--- config.mk ---
export PLATFORM = sky130hd
export DESIGN_NAME = bias_add_scheduler_flat
export DESIGN_NICKNAME = d
export VERILOG_FILES = /design/src/rtl/bias_sched_pkg.sv /design/src/rtl/bias_add_scheduler_if.sv /design/src/rtl/bias_lane_sat.sv /design/src/rtl/bias_add_scheduler.sv /design/src/flat_wrapper.sv
export SDC_FILE = /design/constraint.sdc
export NUM_CORES = 2
export LEC_CHECK = 0
export CAP_MARGIN = 40
export CORE_AREA = 2 2 459 461
export DETAILED_ROUTE_END_ITERATION = 10
export DIE_AREA = 0 0 461 463
export PLACE_DENSITY_LB_ADDON = 0.05
export SYNTH_ARGS = -nofsm -noshare
export SYNTH_HDL_FRONTEND = slang
export SYNTH_SLANG_ARGS = --single-unit
--- constraint.sdc ---
create_clock -name clk -period 14.9 [get_ports clk]
set_input_delay 2.98 -clock clk [delete_from_list [all_inputs] [get_ports clk]]
set_output_delay 2.98 -clock clk [all_outputs]
set_load 0.05 [all_outputs]
--- src/rtl/bias_sched_pkg.sv ---
// Shared types and constants for the bias-add scheduler: FSM states, default lane
// width, saturation limits and the lane bit-offset helper.
package bias_sched_pkg;

  typedef enum logic [1:0] {StIdle, StRun, StDrain, StDone} state_e;

  localparam int unsigned DATA_W_DEFAULT = 18;

  localparam logic [DATA_W_DEFAULT-1:0] SAT_MAX = 18'h1FFFF;
  localparam logic [DATA_W_DEFAULT-1:0] SAT_MIN = 18'h20000;

  // LSB position of lane 'lane' in a flat vector of 'width'-bit lanes.
  function automatic int unsigned lane_lsb(input int unsigned width, input int unsigned lane);
    return width * lane;
  endfunction

endpackage

--- src/rtl/bias_add_scheduler_if.sv ---
// Valid/ready beat stream carrying N_adder_tree packed DATA_W-bit lanes.
interface bias_add_scheduler_if #(
  parameter int unsigned N_adder_tree = 16,
  parameter int unsigned DATA_W       = 18
);
  logic                           valid;
  logic                           ready;
  logic [N_adder_tree*DATA_W-1:0] data;

  modport master (output valid, output data, input ready);
  modport slave  (input valid, input data, output ready);
endinterface

--- src/rtl/bias_lane_sat.sv ---
// One lane: signed add of data and bias with saturation to DATA_W bits.
// Optional fused ReLU when BIAS_ADD_RELU_EN is defined.
module bias_lane_sat
  import bias_sched_pkg::*;
#(
  parameter int unsigned DATA_W = DATA_W_DEFAULT
) (
  input  logic [DATA_W-1:0] i_data,
  input  logic [DATA_W-1:0] i_bias,
  output logic [DATA_W-1:0] o_sum
);

  logic [DATA_W:0]   w_sum;
  logic [DATA_W-1:0] w_sat;

  assign w_sum = {i_data[DATA_W-1], i_data} + {i_bias[DATA_W-1], i_bias};

  // Overflow iff the two top bits of the widened sum disagree; the top bit gives the sign.
  always_comb begin
    w_sat = w_sum[DATA_W-1:0];
    if (w_sum[DATA_W] != w_sum[DATA_W-1]) begin
      w_sat = w_sum[DATA_W] ? {1'b1, {(DATA_W-1){1'b0}}} : {1'b0, {(DATA_W-1){1'b1}}};
    end
  end

`ifdef BIAS_ADD_RELU_EN
  assign o_sum = w_sat[DATA_W-1] ? '0 : w_sat;
`else
  assign o_sum = w_sat;
`endif

endmodule

--- src/rtl/bias_add_scheduler.sv ---
// Per-bank bias add after the conv adder tree: one pass per start, cfg_pixels beats per
// bank, saturated results through a valid/ready register. BIAS_ADD_RELU_EN fuses a ReLU.
module bias_add_scheduler
  import bias_sched_pkg::*;
#(
  parameter int unsigned N_adder_tree = 16,
  parameter int unsigned DATA_W       = DATA_W_DEFAULT,
  parameter int unsigned N_GROUPS     = 2,
  parameter int unsigned CNT_W        = 16,
  localparam int unsigned BANK_W      = (N_GROUPS > 1) ? $clog2(N_GROUPS) : 1
) (
  input  logic                                   clk,
  input  logic                                   rst,
  input  logic                                   i_start,
  input  logic [CNT_W-1:0]                       i_cfg_pixels,
  input  logic [N_GROUPS*N_adder_tree*DATA_W-1:0] i_bias_in,
  bias_add_scheduler_if.slave                    s_in,
  bias_add_scheduler_if.master                   m_out,
  output logic [BANK_W-1:0]                      o_bank_sel,
  output logic                                   o_busy,
  output logic                                   o_done
);

  state_e                         r_state, w_state_nxt;
  logic [CNT_W-1:0]               r_cfg, w_cfg_nxt;
  logic [CNT_W-1:0]               r_pix_cnt, w_pix_nxt;
  logic [BANK_W-1:0]              r_bank, w_bank_nxt;
  logic                           r_out_valid;
  logic [N_adder_tree*DATA_W-1:0] r_out_data;
  logic [N_adder_tree*DATA_W-1:0] w_sum;
  logic                           w_in_ready;
  logic                           w_accept;
  logic                           w_last;

  assign w_in_ready = (r_state == StRun) && (!r_out_valid || m_out.ready);
  assign w_accept   = s_in.valid && w_in_ready;
  assign w_last     = (r_pix_cnt == r_cfg - CNT_W'(1));

  for (genvar g_i = 0; g_i < N_adder_tree; g_i++) begin : g_lane
    logic [DATA_W-1:0] w_bias;
    assign w_bias = i_bias_in[lane_lsb(DATA_W, N_adder_tree * 32'(r_bank) + g_i) +: DATA_W];
    bias_lane_sat #(.DATA_W(DATA_W)) u_sat (
      .i_data (s_in.data[g_i*DATA_W +: DATA_W]),
      .i_bias (w_bias),
      .o_sum  (w_sum[g_i*DATA_W +: DATA_W])
    );
  end

  always_comb begin
    w_state_nxt = r_state;
    w_cfg_nxt   = r_cfg;
    w_pix_nxt   = r_pix_cnt;
    w_bank_nxt  = r_bank;
    unique case (r_state)
      StIdle: begin
        if (i_start) begin
          w_cfg_nxt   = i_cfg_pixels;
          w_pix_nxt   = '0;
          w_bank_nxt  = '0;
          w_state_nxt = (i_cfg_pixels == '0) ? StDone : StRun;
        end
      end
      StRun: begin
        if (w_accept) begin
          if (w_last) begin
            w_pix_nxt = '0;
            if (r_bank < BANK_W'(N_GROUPS - 1)) w_bank_nxt = r_bank + BANK_W'(1);
            else                                w_state_nxt = StDrain;
          end else begin
            w_pix_nxt = r_pix_cnt + CNT_W'(1);
          end
        end
      end
      StDrain: begin
        if (!r_out_valid || m_out.ready) w_state_nxt = StDone;
      end
      StDone: begin
        w_bank_nxt  = '0;
        w_state_nxt = StIdle;
      end
      default: w_state_nxt = StIdle;
    endcase
  end

  always_ff @(posedge clk or posedge rst) begin
    if (rst) begin
      r_state   <= StIdle;
      r_cfg     <= '0;
      r_pix_cnt <= '0;
      r_bank    <= '0;
    end else begin
      r_state   <= w_state_nxt;
      r_cfg     <= w_cfg_nxt;
      r_pix_cnt <= w_pix_nxt;
      r_bank    <= w_bank_nxt;
    end
  end

  always_ff @(posedge clk or posedge rst) begin
    if (rst) begin
      r_out_valid <= 1'b0;
      r_out_data  <= '0;
    end else if (w_accept) begin
      r_out_valid <= 1'b1;
      r_out_data  <= w_sum;
    end else if (m_out.ready) begin
      r_out_valid <= 1'b0;
    end
  end

  assign s_in.ready  = w_in_ready;
  assign m_out.valid = r_out_valid;
  assign m_out.data  = r_out_data;
  assign o_bank_sel  = r_bank;
  assign o_busy      = (r_state != StIdle);
  assign o_done      = (r_state == StDone);

endmodule

--- src/flat_wrapper.sv ---
// flat-port wrapper written by rule: the top's interface ports become plain ports
module bias_add_scheduler_flat import bias_sched_pkg::*;
#(
  parameter int unsigned N_adder_tree = 16,
  parameter int unsigned DATA_W       = DATA_W_DEFAULT,
  parameter int unsigned N_GROUPS     = 2,
  parameter int unsigned CNT_W        = 16,
  localparam int unsigned BANK_W      = (N_GROUPS > 1) ? $clog2(N_GROUPS) : 1
)
  (clk, rst, i_start, i_cfg_pixels, i_bias_in, o_bank_sel, o_busy, o_done, s_in_valid, s_in_data, s_in_ready, m_out_valid, m_out_data, m_out_ready);
  bias_add_scheduler_if #(.N_adder_tree(N_adder_tree), .DATA_W(DATA_W)) s_in_i ();
  bias_add_scheduler_if #(.N_adder_tree(N_adder_tree), .DATA_W(DATA_W)) m_out_i ();
  input  logic clk;
  input  logic rst;
  input  logic i_start;
  input  logic [CNT_W-1:0] i_cfg_pixels;
  input  logic [N_GROUPS*N_adder_tree*DATA_W-1:0] i_bias_in;
  output logic [BANK_W-1:0] o_bank_sel;
  output logic o_busy;
  output logic o_done;
  input wire logic [$bits(s_in_i.valid)-1:0] s_in_valid;
  input wire logic [$bits(s_in_i.data)-1:0] s_in_data;
  output wire logic [$bits(s_in_i.ready)-1:0] s_in_ready;
  output wire logic [$bits(m_out_i.valid)-1:0] m_out_valid;
  output wire logic [$bits(m_out_i.data)-1:0] m_out_data;
  input wire logic [$bits(m_out_i.ready)-1:0] m_out_ready;
  assign s_in_i.valid = s_in_valid;
  assign s_in_i.data = s_in_data;
  assign s_in_ready = s_in_i.ready;
  assign m_out_valid = m_out_i.valid;
  assign m_out_data = m_out_i.data;
  assign m_out_i.ready = m_out_ready;
  bias_add_scheduler #(.N_adder_tree(N_adder_tree), .DATA_W(DATA_W), .N_GROUPS(N_GROUPS), .CNT_W(CNT_W)) u_core (.clk(clk), .rst(rst), .i_start(i_start), .i_cfg_pixels(i_cfg_pixels), .i_bias_in(i_bias_in), .s_in(s_in_i), .m_out(m_out_i), .o_bank_sel(o_bank_sel), .o_busy(o_busy), .o_done(o_done));
endmodule
==> results.yml <==
place:
  gp_congestion: 0.801
  place_area_sq_mm: 0.0463
  pre_cts_slack_ns: 7.06
  dp_hpwl_microns: 161000
  io_buffers: 1177
critical_path:
  end_kind: "primary output"
  path_class: "primary input to primary output"
  critPathBufInv: 2
  path_max_fanout: 4
  crit_required_ns: 11.92
  cp_data_arrival_time_ns: 4.80
  slowest_delay_ns: 0.82
  critPathTopFamily: "buffers and inverters"
  crit_top_cell: "clkdlybuf4s50_1"
  worst_setup_path_start_kind: "primary input"
  critical_path.cell_chain: "clkdlybuf4s50_1 > nand2b_1 > and2_1 > clkdlybuf4s50_1"
  slowest_stage: "clkdlybuf4s50_1"
clocking:
  clock_sinks: 324
  clk_pin_slew_ns: 0.05
  worstSkewPairLatency_ns: 0.68
  clk_path_buf_depth: 3
  cts_tree: "yes"
  h-tree-depth: 2
  post_cts.repair.setup_buffers: 0
  hold_buffers: 0
  cts_resized: 0
  cts_made_buffers: 53
  ctsRootBufferMaster: "clkbuf_16"
die:
  row_count: 168
  die-area_sq_mm: 0.213
  die_w_microns: 461
  initial_core_util_pct: 14.9
  io_pins: 1178
  core-area_sq_mm: 0.209
  die_y_microns: 463
logic_synthesis:
  ys_seq_elements: 324
  syn_nets: 4822
  netlist_area_sq_mm: 0.0310
  synth_cell_types: 89
  synth-edff-count: 0
  yosysTopAreaCell: "dfrtp_1"
  syn_inst: 3626
  post-synth-top-count-cell: "o21ai_0"
  synth_top_area_share_pct: 26.1
  async_flop_share_pct: 100
  netlist_top_cells_count: "o21ai_0 (335), nand2_1 (325), dfrtp_1 (324)"
  avgSynthCellArea_sq_um: 8.56
  ys_warn_count: 0
  ys_top_cells_by_area: "dfrtp_1 (26%), ha_1 (12%), mux2_2 (11%)"
  synth_top_flop_cell: "dfrtp_1"
  yosysSeqAreaShare_pct: 26.1
power_and_ir_drop:
  power_density_mw_per_mm2: 154
  p_total_uw: 7430
  leakagePower_uw: 0.0193
  peakVddDrop_v: 0.0000898
finish:
  final_util_pct: 23.2
  syn_to_final_growth_pct: 55.8
  stdcell_area_sq_mm: 0.0483
  final_nets: 5964
  layout-drive-gt1-share_pct: 10.6
routing:
  finalWirelength_microns: 189000
  dr.pass1.iters: 4
  wl_per_cell_microns: 24.8
  avgViaCountPerCell: 4.15
  drt_iter0_markers: 1268
  route.detailed.drc: 0
  final_antenna_net_count: 0
  routed-via-count: 31600
timing:
  tightest_slew_ns: 0.864
  period_share_pct: 52.2
  period_needed_ns: 7.78
  slew_headroom_pct: 42.0
  skew_ns: 0.0586
  setup-violations-final: 0
  fmax_mhz: 129
  report.final.slew_viol_count: 0
  setup_slack_ns: 7.12
  fin_setup_tns_ns: 0
  rsz0062_at_grt: "false"
  final-hold-violation-count: 0
global_routing:
  grt_start_max_net_pins: 112
  grt_pass1_wl_microns: 260000
  grt_pass1_vias: 33200
  antenna_found_initial: 66
  grt-ovfl-total: 0
  grt_usage_pct: 17.1
flow_run:
  cap_violations: 0
outcome:
  status: "completed"
min_path:
  min_path_type: "flop to flop"
[layout make-up]
type                    count  area, sq um
multi-input cells        3027        21900
flip-flops and latches    324         8110
repair buffers           1227        12300
clock inverters            30          524
fillers                 23000       160000
diodes                     13         32.5
well taps                2805         3510
inverters                 135          514
clock buffers              69         1470
[final timing paths]
| kind | startpoint | to | slack [ns] | depth (start not counted) |
|---|---|---|---|---|
| worst min register to register | u_core.m_out.data[284]$_DFFE_PP0P_ | u_core.m_out.data[284]$_DFFE_PP0P_ | 0.48 | 2 |
| worst max register to register | u_core.o_bank_sel$_DFFE_PP0P_ | u_core.m_out.data[213]$_DFFE_PP0P_ | 8.73 | 13 |
| worst max-delay path | m_out_ready | s_in_ready | 7.12 | 4 |
| max in group asynchronous | rst | u_core.r_cfg[7]$_DFFE_PP0P_ | 10.15 | 4 |
| min in group asynchronous | rst | u_core.m_out.data[173]$_DFFE_PP0P_ | 2.79 | 2 |
| worst min-delay path | u_core.m_out.data[284]$_DFFE_PP0P_ | u_core.m_out.data[284]$_DFFE_PP0P_ | 0.48 | 2 |
[placed cells by master, fill, tap and decap left out, types with 20 or more instances in the layout]
cell             netlist  final
a211oi_1              31     31
a21o_1                79     79
a21oi_1              312    311
a31oi_1               36     35
and2_1                20     20
and3_1                28     27
buf_4                  2     38
clkbuf_16              0     53
clkdlybuf4s50_1        0   1177
dfrtp_1              324    323
ha_1                 295    295
inv_1                135    134
maj3_1                85     85
mux2_2               309    309
nand2_1              325    324
nand2b_1              29     29
nand3_1              114    114
nor2_1               231    231
nor2b_1               34     34
nor3_1                89     88
nor4_1                22     22
o211ai_1              25     25
o21a_1                35     35
o21ai_0              335    335
o21bai_1              36     36
o31ai_1               20     20
or3_1                 20     20
xnor2_1              154    152
xor2_1                86     85
[flip-flops by register name (all words and copies together), names as in the netlist]
name	cells
u_core.o_bank_sel	1
u_core.r_state	2
u_core.m_out.data	288
u_core.m_out.valid	1
u_core.r_cfg	16
u_core.r_pix_cnt	16
[cells by family after synthesis]
family	after synthesis	synth area share (%)
XOR/XNOR	241	6.82
AND/OR/NAND/NOR	980	14.7
AO/OA/AOI/OAI	1086	21.6
multiplexers	324	11.7
adder cells (fa/ha/maj)	396	15.7
buffers and inverters	275	3.45
flip-flops	324	26.1
[worst reg2reg max path, stage by stage, from the launching register on]
cell      delay [ns]
dfrtp_4         0.86
buf_12          0.40
buf_4           0.87
mux2_2          0.44
ha_1            0.21
fa_1            0.40
a21oi_1         0.35
o21bai_1        0.19
a211oi_1        0.56
o211ai_1        0.22
a31oi_1         0.51
nand3_1         0.56
nand3_1         0.32
o21ai_0         0.11
[stage by stage]
| stage | instances | hold WS, ns |
|---|---|---|
| global placement | 7507 | 0.463 |
| global route | 7621 | 0.498 |
| detailed placement | 7517 | 0.467 |
| floorplan | 3626 | 0.500 |
| CTS | 7616 | 0.482 |
| finish | 7630 | 0.476 |
[power breakdown]
group          switching, uW  total (uW)  internal [uW]
registers                278        1570           1290
clock network            547        1450            904
logic                   2900        4410           1510
total                   3720        7430           3700
[metal layers]
metal | up-vias | wire (microns) | global-route usage (%)
li1 | 15600 | - | -
met1 | 14900 | 72800 | 18.7
met2 | 968 | 99500 | 32.4
met3 | 191 | 13800 | 4.95
met4 | 36 | 2730 | 2.82
met5 | - | 234 | 0
Power figures use the tool's default switching activity.
